## src/rtl/msrv32_fetch_queue.sv

```systemverilog
`timescale 1ns/1ps
`default_nettype none
// ============================================================================
// Module   : msrv32_fetch_queue
// Purpose  : Instruction fetch and buffering stage. Issues sequential fetch
//            requests to instruction memory, collects the in-order responses
//            into a DEPTH-entry FIFO and presents {pc, instr} to decode
//            through a valid/ready handshake. A redirect (flush_in) discards
//            every buffered entry and silently drops responses still in
//            flight for the old stream.
// Ports    : clk_in, rst_in           - clock, synchronous active-high reset
//            flush_in, redirect_pc_in - redirect request and new fetch target
//            imaddr_out, imreq_out,
//            imreq_ack_in             - instruction memory request channel
//            instr_rdata_in,
//            instr_rvalid_in          - in-order memory response channel
//            instr_valid_out, instr_out,
//            pc_out, instr_ready_in   - decode handshake (FIFO head)
// Revision : 1.0 - initial release
// ============================================================================
module msrv32_fetch_queue #(
    parameter logic [31:0] RESET_PC = 32'h0000_0000,
    parameter int unsigned DEPTH    = 2
) (
    input  logic        clk_in,
    input  logic        rst_in,
    input  logic        flush_in,
    input  logic [31:0] redirect_pc_in,
    output logic [31:0] imaddr_out,
    output logic        imreq_out,
    input  logic        imreq_ack_in,
    input  logic [31:0] instr_rdata_in,
    input  logic        instr_rvalid_in,
    output logic        instr_valid_out,
    output logic [31:0] instr_out,
    output logic [31:0] pc_out,
    input  logic        instr_ready_in
);

    localparam int unsigned   c_PW      = (DEPTH > 1) ? $clog2(DEPTH) : 1;
    localparam int unsigned   c_CW      = $clog2(DEPTH) + 1;
    localparam logic [31:0]   c_NOP     = 32'h0000_0013;
    localparam logic [c_PW-1:0] c_PTR_ONE = c_PW'(1);
    localparam logic [c_CW-1:0] c_CNT_ONE = c_CW'(1);
    localparam logic [c_CW+1:0] c_DEPTH_W = (c_CW + 2)'(DEPTH);

    // ------------------------------------------------------------------
    // State
    // ------------------------------------------------------------------
    logic [31:0]     r_fetch_pc;
    logic [31:0]     r_rsp_pc;
    logic [c_CW-1:0] r_outstanding;   // live requests awaiting a response
    logic [c_CW-1:0] r_drop;          // stale responses still to be discarded
    logic [c_CW-1:0] r_count;
    logic [c_PW-1:0] r_wr_ptr;
    logic [c_PW-1:0] r_rd_ptr;
    logic [31:0]     r_pc_hold;       // last pc shown, displayed while empty
    logic            r_init_done;     // low for the first cycle after reset
    logic [31:0]     r_mem_pc    [DEPTH];
    logic [31:0]     r_mem_instr [DEPTH];

    // ------------------------------------------------------------------
    // Combinational control
    // ------------------------------------------------------------------
    logic            w_empty;
    logic            w_valid;
    logic            w_pop;
    logic [c_CW+1:0] w_in_use;
    logic [c_CW+1:0] w_limit;
    logic            w_credit;
    logic            w_req;
    logic            w_accept;
    logic            w_drop_nz;
    logic            w_rsp_live;
    logic            w_rsp_dead;
    logic            w_push;
    logic [c_CW-1:0] w_accept_ext;
    logic [c_CW-1:0] w_live_ext;
    logic [c_CW-1:0] w_push_ext;
    logic [c_CW-1:0] w_pop_ext;
    logic [c_CW-1:0] w_rvalid_ext;
    logic [31:0]     w_redirect_pc;
    logic            w_unused_redirect_lsb;

    assign w_empty   = (r_count == '0);
    assign w_valid   = ~w_empty & ~rst_in;
    assign w_pop     = w_valid & instr_ready_in;

    // Every slot is reserved either by a buffered entry, a live request or a
    // stale request whose response must still arrive. A pop in this cycle
    // frees a slot early enough for a new request, because that request's
    // response cannot land before the next cycle. This keeps a 1-cycle
    // memory streaming one instruction per cycle with only two entries.
    assign w_in_use  = {2'b00, r_outstanding} + {2'b00, r_count} + {2'b00, r_drop};
    assign w_limit   = c_DEPTH_W + {{(c_CW + 1){1'b0}}, w_pop};
    assign w_credit  = (w_in_use < w_limit);

    assign w_req     = w_credit & ~flush_in & ~rst_in & r_init_done;
    assign w_accept  = w_req & imreq_ack_in;

    assign w_drop_nz  = (r_drop != '0);
    assign w_rsp_live = instr_rvalid_in & ~w_drop_nz;
    assign w_rsp_dead = instr_rvalid_in &  w_drop_nz;
    assign w_push     = w_rsp_live & ~flush_in;

    assign w_accept_ext = {{(c_CW - 1){1'b0}}, w_accept};
    assign w_live_ext   = {{(c_CW - 1){1'b0}}, w_rsp_live};
    assign w_push_ext   = {{(c_CW - 1){1'b0}}, w_push};
    assign w_pop_ext    = {{(c_CW - 1){1'b0}}, w_pop};
    assign w_rvalid_ext = {{(c_CW - 1){1'b0}}, instr_rvalid_in};

    // Redirect targets are word aligned; the two low bits carry no meaning.
    assign w_redirect_pc         = {redirect_pc_in[31:2], 2'b00};
    assign w_unused_redirect_lsb = ^redirect_pc_in[1:0];

    // ------------------------------------------------------------------
    // Outputs
    // ------------------------------------------------------------------
    assign imreq_out       = w_req;
    assign imaddr_out      = rst_in ? RESET_PC : r_fetch_pc;
    assign instr_valid_out = w_valid;
    assign instr_out       = w_valid ? r_mem_instr[r_rd_ptr] : c_NOP;
    assign pc_out          = rst_in  ? RESET_PC :
                             w_empty ? r_pc_hold : r_mem_pc[r_rd_ptr];

    // ------------------------------------------------------------------
    // Control state
    // ------------------------------------------------------------------
    always_ff @(posedge clk_in) begin
        if (rst_in) begin
            r_fetch_pc    <= RESET_PC;
            r_rsp_pc      <= RESET_PC;
            r_outstanding <= '0;
            r_drop        <= '0;
            r_count       <= '0;
            r_wr_ptr      <= '0;
            r_rd_ptr      <= '0;
            r_pc_hold     <= RESET_PC;
            r_init_done   <= 1'b0;
        end else begin
            r_init_done <= 1'b1;
            r_pc_hold   <= pc_out;
            if (flush_in) begin
                r_fetch_pc    <= w_redirect_pc;
                r_rsp_pc      <= w_redirect_pc;
                r_count       <= '0;
                r_wr_ptr      <= '0;
                r_rd_ptr      <= '0;
                r_outstanding <= '0;
                // Every request still in flight, live or already stale, now
                // owes one response that must be thrown away. A response
                // arriving in this very cycle settles one of them.
                r_drop        <= r_outstanding + r_drop - w_rvalid_ext;
            end else begin
                if (w_accept) begin
                    r_fetch_pc <= r_fetch_pc + 32'd4;
                end
                r_outstanding <= r_outstanding + w_accept_ext - w_live_ext;
                if (w_rsp_dead) begin
                    r_drop <= r_drop - c_CNT_ONE;
                end
                if (w_push) begin
                    r_rsp_pc <= r_rsp_pc + 32'd4;
                    r_wr_ptr <= r_wr_ptr + c_PTR_ONE;
                end
                if (w_pop) begin
                    r_rd_ptr <= r_rd_ptr + c_PTR_ONE;
                end
                r_count <= r_count + w_push_ext - w_pop_ext;
            end
        end
    end

    // ------------------------------------------------------------------
    // FIFO storage (contents are qualified by r_count, so no reset needed)
    // ------------------------------------------------------------------
    always_ff @(posedge clk_in) begin
        if (w_push && !rst_in) begin
            r_mem_pc[r_wr_ptr]    <= r_rsp_pc;
            r_mem_instr[r_wr_ptr] <= instr_rdata_in;
        end
    end

endmodule
`default_nettype wire
```

## config.mk

```make
export PLATFORM = sky130hd
export DESIGN_NAME = msrv32_fetch_queue
export DESIGN_NICKNAME = d
export VERILOG_FILES = /design/src/rtl/msrv32_fetch_queue.sv
export SDC_FILE = /design/constraint.sdc
export NUM_CORES = 1
export LEC_CHECK = 0
export BUFFER_PORTS_ARGS = -buffer_cell sky130_fd_sc_hd__clkbuf_2
export CORE_MARGIN = 1
export CORE_UTILIZATION = 58
export CTS_BUF_LIST = sky130_fd_sc_hd__clkbuf_2 sky130_fd_sc_hd__clkbuf_4 sky130_fd_sc_hd__clkbuf_8
export CTS_CLUSTER_DIAMETER = 50
export DETAILED_ROUTE_END_ITERATION = 7
export GPL_ROUTABILITY_DRIVEN = 1
export HOLD_SLACK_MARGIN = 0.05
export PLACE_DENSITY_LB_ADDON = 0.05
export SETUP_SLACK_MARGIN = 0.02
export SYNTH_ARGS = -nofsm -noshare
export SYNTH_HDL_FRONTEND = slang
export SYNTH_SLANG_ARGS = --single-unit
```

## constraint.sdc

```tcl
create_clock -name clk_in -period 4.8 [get_ports clk_in]
set_input_delay 0.72 -clock clk_in [delete_from_list [all_inputs] [get_ports clk_in]]
set_output_delay 0.72 -clock clk_in [all_outputs]
set_load 0.05 [all_outputs]
```

# Word level (Yosys, flattened, before mapping)
# Memory sizes are Yosys's and may differ from the RTL's. A register that Yosys moved wholly into a read port is not among the register bits.
# Cells that the tools add are included.
# W data, S select, Z words.
[classes]
reduce_logical = 8
n_lt_le_gt_ge = 1
bitwise = 13
mux = 17
addsub = 14
[op_table]
columns = ["op", "count"]
rows = [
  ["$mux W32", 8],
  ["$add A32 B3 Y32 const B", 2],
  ["$and A1 B1 Y1", 9],
  ["$reduce_bool A2 Y1", 4],
  ["$mux W1", 7],
  ["$sub A2 B1 Y2", 3],
  ["$add A2 B1 Y2", 2],
  ["$add A3 B2 Y4", 1],
  ["$lt A4 B3 Y1", 1],
  ["$mux W2", 2],
  ["$not A1 Y1", 4],
  ["$add A2 B1 Y3 const A", 1],
  ["$add A2 B2 Y3", 1],
  ["$add A1 B1 Y1 const B", 2],
  ["$add A2 B2 Y2", 1],
  ["$logic_not A2 Y1", 1],
  ["$reduce_or A2 Y1", 1],
  ["$sub A2 B1 Y2 const B", 1],
  ["$logic_and A1 B1 Y1", 1],
  ["$logic_not A1 Y1", 1],
]
[totals]
ff_bits = 105
ram_bits = 128
in_bits = 70
n_memories = 2
out_inout_bits = 98
word_cells = 66
[memory_table]
columns = ["memory", "words", "word_bits", "read_ports", "rd_clocked_by_memory_dff", "write_ports", "line", "rtl"]
rows = [
  ["r_mem_instr", 2, 32, 1, 1, 1, "60", "logic [31:0] r_mem_instr [DEPTH];"],
  ["r_mem_pc", 2, 32, 1, 1, 1, "59", "logic [31:0] r_mem_pc [DEPTH];"],
]

# Depth between registers and ports, before layout
# Gate-level depths: netlist (run 1).
[depth]
word_depth = 12
ltp_mapped = 14

# Least setup slack after synthesis (run 1)
# Ideal clock, no wire load.
[synth_timing]
path_kind = "input to register"
startpoint = "input port instr_rvalid_in"
endpoint = "memory r_mem_instr[0][0], enable pin"
stages = 4
setup_ps = 482
required_time_ps = 4318
path_buffers = 0
path_slack_ps = 614
arrival_time_ps = 3704
cell_sequence = "nand2_1 -> inv_1 -> nand2_1 -> nor2_1"
[synth_via]
elab_chain_cells = 5
[synth_rtl]
columns = ["element", "line", "rtl"]
rows = [
  ["start, declared", "33", "input logic instr_rvalid_in,"],
  ["$and A1 B1 Y1", "102", "assign w_rsp_live = instr_rvalid_in & ~w_drop_nz;"],
  ["$and A1 B1 Y1", "104", "assign w_push = w_rsp_live & ~flush_in;"],
  ["$logic_and A1 B1 Y1", "178", "if (w_push && !rst_in) begin"],
  ["$mux W1", "178", ""],
  ["$mux W1 (implied by the code)", "180", "r_mem_instr[r_wr_ptr] <= instr_rdata_in;"],
  ["end, declared", "60", ""],
]
# No other way between the ends.

# Final worst setup path (run 1)
[layout_timing]
startpoint = "register r_count[1]"
endpoint = "output port imreq_out"
[layout_via]
elab_chain_cells = 9
[layout_rtl]
columns = ["element", "line", "rtl"]
rows = [
  ["start, declared", "54", "logic [c_CW-1:0] r_count;"],
  ["start signal, assigned", "169", "r_count <= r_count + w_push_ext - w_pop_ext;"],
  ["parallel branches: the longest is 5 deep, another holds $add A3 B2 Y4", "-", ""],
  ["$lt A4 B3 Y1 *", "96", "assign w_credit = (w_in_use < w_limit);"],
  ["$and A1 B1 Y1 * (3 in series)", "98", "assign w_req = w_credit & ~flush_in & ~rst_in & r_init_done;"],
  ["end, declared", "30", "output logic imreq_out,"],
]
# Every way passes the cells marked *.

==> results.cfg, run 1 <==
[run_status]
run_status = finished, final reports clean

[cells_and_area]
finalNetCount = 1142
fillers = 1293
final_cells = 1308
final_core_util_pct = 70.2
n_antenna_cell = 0
area_growth_pct = 17.7
drive_above_1_share_pct = 23.7
stdcell_area_um2 = 11700

[logic_synthesis]
syn_area_um2 = 9920
synthCells = 895
synth-seq-cells = 226
synth.largest_area_cell = edfxtp_1
synth_ff_type = edfxtp_1
synthArstFlopShare_pct = 0
yosysWarnings = 0
synth.area.top_cells = edfxtp_1 38%, dfxtp_1 21%, mux2i_1 6.7%, o21ai_0 3.6%, nand2_1 3.1%
avgSynthCellArea_um2 = 11.1
synth-edff-count = 124
synth_cell_types = 58
synth-seq-area-share_pct = 58.1
synth_top_area_share_pct = 37.5

[detailed_routing]
via_per_inst = 5.58
wl_per_cell_um = 16.5
vias = 7294
drt_iter0_markers = 425
drtAntennaViolNets = 0
finalWirelength_um = 21600
firstDrtPassIters = 5
drcViolationCount = 0

[clocking]
clk_pin_slew_worst_paths_ns = 0.06
cts_tree = done
clock_sink_count = 226
cts_buffers = 38
htree_levels = 2
cts_resized = 0
post_cts_buffers = 0
clock_latency_ns = 0.52
cts-hold-fix-buffers = 0
root_buffer = clkbuf_8
clk_path_buf_depth = 3

[setup_path]
path_max_fanout = 4
crit_end = imreq_out
arrival_ns = 2.84
path_cells = inv_1, fa_1, inv_1, ha_1, nor2b_1, and3_1, and2_1, clkbuf_2
startpoint_type = flop
r2r_start = r_count[1]$_SDFF_PP0_
rr_worst_depth = 14
critical_path.max_stage_delay_ns = 0.49
reg2reg_slack_ns = 1.41
r2r_end = r_outstanding[1]$_SDFF_PP0_
cpMostUsedCell = inv_1
cp-end-kind = output pin
critical_path_class = reg -> out
critPathRequiredTime_ns = 4.08
startpoint = r_count[1]$_SDFF_PP0_
crit_slowest_cell = fa_1

[floorplan]
pin_count = 168
row_count = 47
die_w_um = 133
start_util_pct = 59.6
die_h_um = 133
placeableCoreArea_um2 = 16600
die_area_um2 = 17600

[power]
leakage_nw = 4.26
finalPower_mw = 4.28
power_frac_seq_pct = 51.3
p_sw_share_pct = 25.7
peakVddDrop_mv = 0.251
p_comb_share_pct = 10.6
power_switching_mw = 1.10
p_per_area_nw_per_um2 = 366
p_int_mw = 3.18
clkPwrFrac_pct = 38.1

[grt]
grt_pass1_vias = 6862
grt.overflow.total = 0
track_usage_pct = 24.9
antenna_found_initial = 0
grt_max_degree = 75
grt_pass1_wl_um = 34600

[sta]
rsz0062_at_grt = no
setup_ws_ns = 1.24
fin_skew_ns = 0.0163
finalCriticalPeriod_ns = 3.56
fin_setup_tns_ns = 0
setup_violations = 0
hold_viol_final = 0
drv_slew = 0
holdWs_ns = 0.392
fin_crit_sh_pct = 74.3
fmax_mhz = 281
relSlewSlack_pct = 37.1
worstMarginPinSlew_ns = 0.940

[min_path]
holdPathStages = 1
hold_path_class = in -> reg
hold_path.startpoint = instr_rdata_in[6]

[placement]
dpl_cell_area_um2 = 10900
io_buffers = 163
hpwl_um = 14500
dp.cells = 1239
gp_congestion = 0.906
pre_cts_ws_ns = 1.41

[job]
cap_viol_max_count = 0
cell families after synthesis:
kind of cell / Yosys count / share of synthesized area (%)
fa+ha+maj: 13 / 1.79
xor+xnor: 39 / 3.44
mux: 67 / 6.77
simple gates: 307 / 16.3
buf+inv: 70 / 2.77
flops: 226 / 58.1
other cells: 1 / 0.0378
compound gates: 172 / 10.8
cell type report:
| cell class | count | area [um^2] | area share, % |
|---|---|---|---|
| Clock buffer | 57 | 678 | 5.81 |
| Clock inverter | 12 | 63.8 | 0.546 |
| Inverter | 20 | 75.1 | 0.643 |
| Multi-Input combinational cell | 600 | 3910 | 33.5 |
| Sequential cell | 226 | 5770 | 49.4 |
| Tap cell | 220 | 275 | 2.36 |
| Timing Repair Buffer | 173 | 903 | 7.74 |
placed cells by master, fill, tap and decap left out, drive strengths merged, types with 5 or more instances in the layout:
master  instances
mux2i          66
inv            21
nand4          18
a31oi          14
o22ai           5
o31a            6
or3             6
dfxtp         102
clkbuf        220
ha             11
nor4            9
a21oi          17
o21ai          73
buf            10
nor3           23
nor2           70
nand3          27
nor2b          26
and2           11
clkinv          9
nand2          81
and4            9
o21a           11
and3           10
edfxtp        124
or4             7
a211oi          9
a21boi         17
xor2            5
xnor2          34
critical path: cells and delay by family, from the launching register on:
family	cells	cell delay, ns
simple gates	3	0.75
fa+ha+maj	2	0.68
buf+inv	3	0.46
flops	1	0.44
sequential cells by signal (all words and copies together), names as in the netlist, named ones only:
signal / cells
r_mem_instr: 64
r_mem_pc: 60
r_pc_hold: 32
r_fetch_pc: 30
r_rsp_pc: 30
r_count: 2
r_drop: 2
r_outstanding: 2
r_init_done: 1
r_rd_ptr: 1
r_wr_ptr: 1
power groups by stage:
| stage | Combinational (mW) | Clock [mW] | Sequential (mW) |
|---|---|---|---|
| global placement | 0.446 | 0 | 2.23 |
| detailed placement | 0.452 | 0 | 2.23 |
| finish | 0.455 | 1.63 | 2.19 |
| floorplan | 0.333 | 0 | 2.21 |
| global route | 0.498 | 1.75 | 2.20 |
| CTS | 0.456 | 1.67 | 2.19 |
synth_stat cells (10+ instances only):
cell type	n
edfxtp_1	124
dfxtp_1	102
nand2_1	81
o21ai_0	71
nor2_1	68
mux2i_1	66
clkbuf_1	35
xnor2_1	34
nand3_1	27
nor2b_1	26
nor3_1	22
inv_1	19
a21boi_0	17
a21oi_1	17
a31oi_1	14
nand4_1	14
and2_1	11
ha_1	11
o21a_1	11
and3_1	10
worst min path at each step:
stage,endpoint,slack [ns]
after global placement,r_pc_hold[25]$_SDFF_PP0_,0.42
after CTS,r_mem_instr[0][12]$_DFFE_PP_,0.37
after global routing,r_mem_instr[0][18]$_DFFE_PP_,0.37
final,r_mem_instr[0][6]$_DFFE_PP_,0.39
after detailed placement,r_pc_hold[20]$_SDFF_PP0_,0.43
after floorplan,r_pc_hold[10]$_SDFF_PP0_,0.41
layer usage:
layer | global-route usage, % | vias to the layer above | part of all wire [%]
li1 | - | 3602 | -
met1 | 33.3 | 3392 | 45
met2 | 40.5 | 261 | 47
met3 | 4.90 | 39 | 6.6
met4 | 8.94 | 0 | 2.0
met5 | 0 | - | 0
No activity file was read; power rests on OpenSTA's default activity.
==> inputs of run 2 (changes only) <==
==> constraint.sdc (replaced) <==
create_clock -name clk_in -period 3.6 [get_ports clk_in]
set_input_delay 0.54 -clock clk_in [delete_from_list [all_inputs] [get_ports clk_in]]
set_output_delay 0.54 -clock clk_in [all_outputs]
set_load 0.05 [all_outputs]
==> results.cfg, run 2 (synthesis results as in run 1) <==
[detailed_routing]
wl_per_cell_um = 16.5
drcViolationCount = 0
drtAntennaViolNets = 0
drt_iter0_markers = 363
via_per_inst = 5.57
finalWirelength_um = 21500
vias = 7284
firstDrtPassIters = 5

[cells_and_area]
final_common_cell = clkbuf_2
drive_above_1_share_pct = 23.4
regMostFlops = r_mem_instr
mostFrequentLayoutCells = 161 x clkbuf_2, 124 x edfxtp_1, 101 x dfxtp_1
reg.largest.list = r_mem_instr x64, r_mem_pc x60, r_pc_hold x32
area_growth_pct = 18.1
final_core_util_pct = 70.4
largest_reg_flops = 64
n_antenna_cell = 0
final_cells = 1308
finalNetCount = 1143

[sta]
fin_skew_ns = 0.0153
hold_viol_final = 0
drv_slew = 0
worstMarginPinSlew_ns = 0.871
setup_violations = 0
finalCriticalPeriod_ns = 3.35
rsz0062_at_grt = no
fmax_mhz = 299
fin_crit_sh_pct = 93.0
setup_ws_ns = 0.252
relSlewSlack_pct = 41.7

[grt]
grt_use_met1_pct = 33.6
grt_pass1_wl_um = 34500
grt_max_degree = 73
grt.busiest_layer = met2
grt_pass1_vias = 6847
use_met2_pct = 40.4
met3_usage_pct = 5.13
track_usage_pct = 24.9
grt.overflow.total = 0
antenna_found_initial = 0

[clocking]
cts_resized = 0
clk_pin_slew_worst_paths_ns = 0.06
clk_path_buf_depth = 3
post_cts_buffers = 0
cts_buffers = 37
clock_latency_ns = 0.53
clock_sink_count = 226
root_buffer = clkbuf_8
cts_tree = done
cts-hold-fix-buffers = 0
htree_levels = 2

[run_status]
run_status = finished, final reports clean

[setup_path]
arrival_ns = 2.81
critPathRequiredTime_ns = 3.06
path_delay_family = simple AND/OR/NAND/NOR gates
crit_buf_inv = 3
critical_path_class = reg -> out
critical_path.max_stage_delay_ns = 0.49
cpMostUsedCell = inv_1
crit_slowest_cell = fa_1
path_cells = inv_1, fa_1, inv_1, ha_1, nor2b_1, and3_1, and2_1, clkbuf_2
cp-end-kind = output pin
path_max_fanout = 4
startpoint_type = flop

[floorplan]
die_w_um = 133
pin_count = 168
placeableCoreArea_um2 = 16600
row_count = 47
die_h_um = 133
start_util_pct = 59.6
die_area_um2 = 17600

[placement]
hpwl_um = 14400
dp.cells = 1241
io_buffers = 163
gp_congestion = 0.881
pre_cts_ws_ns = 0.520

[power]
finalPower_mw = 5.66
peakVddDrop_mv = 0.309
leakage_nw = 4.27
p_per_area_nw_per_um2 = 483

[job]
cap_viol_max_count = 0

[min_path]
hold_path_class = in -> reg
run 2: path summary, 6_finish.rpt:
kind	from	to	slack, ns	cells past startpoint
min	instr_rdata_in[4]	r_mem_instr[0][4]$_DFFE_PP_	0.20	1
max reg2reg	r_count[1]$_SDFF_PP0_	r_outstanding[1]$_SDFF_PP0_	0.49	14
max	r_count[1]$_SDFF_PP0_	imreq_out	0.25	8
min reg2reg	r_pc_hold[10]$_SDFF_PP0_	r_pc_hold[10]$_SDFF_PP0_	0.44	2
run 2: cell type report:
| type | count | area [um^2] |
|---|---|---|
| Sequential cell | 226 | 5770 |
| Tap cell | 220 | 275 |
| Fill cell | 1292 | 4930 |
| Multi-Input combinational cell | 600 | 3910 |
| Clock inverter | 18 | 95.1 |
| Timing Repair Buffer | 175 | 973 |
| Inverter | 20 | 75.1 |
| Clock buffer | 49 | 612 |
run 2: report_power, final:
| part | leakage (nW) | switching, mW | total [mW] | internal, mW |
|---|---|---|---|---|
| Sequential | 1.97 | 0.0876 | 2.92 | 2.83 |
| Combinational | 1.92 | 0.419 | 0.620 | 0.200 |
| Clock | 0.378 | 0.994 | 2.12 | 1.12 |
run 2: per-stage QoR:
stage                     cell area [um^2]  setup TNS, ns  hold WS (ns)
after global placement               11000              0         0.423
after CTS                            11700              0         0.172
after global routing                 11700              0         0.174
after floorplan                       9920         -58.53         0.415
after detailed placement             11000              0         0.432
final                                11700              0         0.199
run 2: metal layers:
layer	vias to the layer above	share of wire (%)
li1	3595	-
met1	3411	45
met2	245	47
met3	33	6.9
met4	0	1.7
met5	-	0
run 2: worst register-to-register path: stages, from the launching register on:
cell	delay, ns
dfxtp_1	0.44
inv_1	0.12
fa_1	0.49
inv_1	0.04
ha_1	0.18
nor2b_1	0.26
nand4_4	0.28
nor2_4	0.19
inv_2	0.12
ha_1	0.30
inv_1	0.06
ha_1	0.15
xor2_1	0.18
xnor2_1	0.14
nor2_1	0.05
==> inputs of run 3 (changes only) <==
--- a/config.mk
+++ b/config.mk
@@ -14,6 +14,7 @@
 export GPL_ROUTABILITY_DRIVEN = 1
 export HOLD_SLACK_MARGIN = 0.05
 export PLACE_DENSITY_LB_ADDON = 0.05
+export REMOVE_ABC_BUFFERS = 1
 export SETUP_SLACK_MARGIN = 0.02
 export SYNTH_ARGS = -nofsm -noshare
 export SYNTH_HDL_FRONTEND = slang
==> results.cfg, run 3 (synthesis results as in run 1) <==
[floorplan]
start_util_pct = 59.6
row_count = 47
die_area_um2 = 17600
die_w_um = 133
die_h_um = 133
placeableCoreArea_um2 = 16600
pin_count = 168

[sta]
fmax_mhz = 304
finalCriticalPeriod_ns = 3.29
drv_slew = 0
relSlewSlack_pct = 37.5
hold_viol_final = 0
holdWs_ns = 0.213
fin_crit_sh_pct = 91.3
fin_skew_ns = 0.0156
rsz0062_at_grt = no
worstMarginPinSlew_ns = 0.937
setup_violations = 0

[cells_and_area]
n_antenna_cell = 0
mostFrequentLayoutCells = 163 x clkbuf_2, 124 x edfxtp_1, 101 x dfxtp_1
largest_reg_flops = 64
finalNetCount = 1148
regMostFlops = r_mem_instr
stdcell_area_um2 = 11800
fillers = 1304
area_growth_pct = 18.9
final_common_cell = clkbuf_2
final_cells = 1313
drive_above_1_share_pct = 24.3
reg.largest.list = r_mem_instr x64, r_mem_pc x60, r_pc_hold x32

[clocking]
cts_buffers = 36
clk_path_buf_depth = 3
cts_resized = 0
clock_sink_count = 226
post_cts_buffers = 0
cts_tree = done
htree_levels = 2
clk_pin_slew_worst_paths_ns = 0.06
clock_latency_ns = 0.51
root_buffer = clkbuf_8
cts-hold-fix-buffers = 0

[detailed_routing]
drtAntennaViolNets = 0
firstDrtPassIters = 5
drt_iter0_markers = 392
drcViolationCount = 0
wl_per_cell_um = 17.0
via_per_inst = 5.61
finalWirelength_um = 22300
vias = 7367

[setup_path]
critPathRequiredTime_ns = 3.06
cpMostUsedCell = inv_1
cp-end-kind = output pin
path_max_fanout = 4
critical_path_class = reg -> out
startpoint_type = flop
arrival_ns = 2.75
critical_path.max_stage_delay_ns = 0.49
crit_slowest_cell = fa_1
path_cells = inv_1, fa_1, inv_1, ha_1, nor2b_1, and3_1, and2_1, clkbuf_2

[job]
cap_viol_max_count = 0

[power]
peakVddDrop_mv = 0.309
p_per_area_nw_per_um2 = 485
leakage_nw = 4.32

[grt]
grt_max_degree = 59
track_usage_pct = 25.6
grt_pass1_wl_um = 35400
antenna_found_initial = 0
grt_pass1_vias = 7070
grt.overflow.total = 0

[run_status]
run_status = finished, final reports clean

[placement]
hpwl_um = 15000
io_buffers = 163
dpl_cell_area_um2 = 11100
dp.cells = 1247
gp_congestion = 0.855

[min_path]
hold_path_class = in -> reg
==> run 3: cell types whose count changed in the layout (fill, tap and decap cells not counted) <==
cell        previous run  this run
clkbuf_2             161       163
clkbuf_4              10        23
clkinvlp_4             1         0
inv_6                  3         1
buf_4                  9        12
clkinv_1               7         1
buf_12                 5         6
clkinv_2               7         2
==> run 3: critical path: cells and delay by family (launching register included) <==
kind / cells / cell delay (ns)
buf+inv: 3 / 0.43
fa+ha+maj: 2 / 0.67
flops: 1 / 0.43
simple gates: 3 / 0.71
==> run 3: layer usage <==
metal / global-route usage (%) / wire (um) / part of all wire (%)
met1: 33.4 / 9760 / 44
met2: 42.2 / 10500 / 47
met3: 4.98 / 1310 / 5.9
met4: 10.3 / 666 / 3.0
met5: 0 / 0 / 0
==> run 3: final cells by class <==
cell class	count	area (um^2)	share of cell area, %
flip-flops and latches	226	5770	48.9
multi-input cells	600	3910	33.2
repair buffers	181	1030	8.70
clock buffers	62	709	6.02
well taps	220	275	2.33
inverters	20	75.1	0.637
clock inverters	4	22.5	0.191
==> run 3: path summary, 6_finish.rpt <==
path	start	slack, ns	to	depth (start not counted)
max	r_count[1]$_SDFF_PP0_	0.31	imreq_out	8
min	instr_rdata_in[9]	0.21	r_mem_instr[1][9]$_DFFE_PP_	1
max reg2reg	r_count[1]$_SDFF_PP0_	0.66	r_fetch_pc[28]$_SDFFE_PP0P_	9
min reg2reg	r_pc_hold[28]$_SDFF_PP0_	0.44	r_pc_hold[28]$_SDFF_PP0_	2
==> run 3: through the flow <==
step	power, mW	util [%]	TNS [ns]	setup slack (ns)
after CTS	5.76	70.9	0	0.297
after global placement	3.58	66.5	0	0.741
after floorplan	3.37	-	-121.26	-1.65
after global routing	5.93	70.9	0	0.121
after detailed placement	3.60	66.5	0	0.689
final	5.72	70.9	0	0.314
==> run 3: power breakdown <==
part,internal [mW],switching (mW),leakage (nW)
combinational,0.205,0.419,1.95
sequential,2.83,0.0867,1.97
clock,1.24,0.933,0.400
total,4.28,1.44,4.32
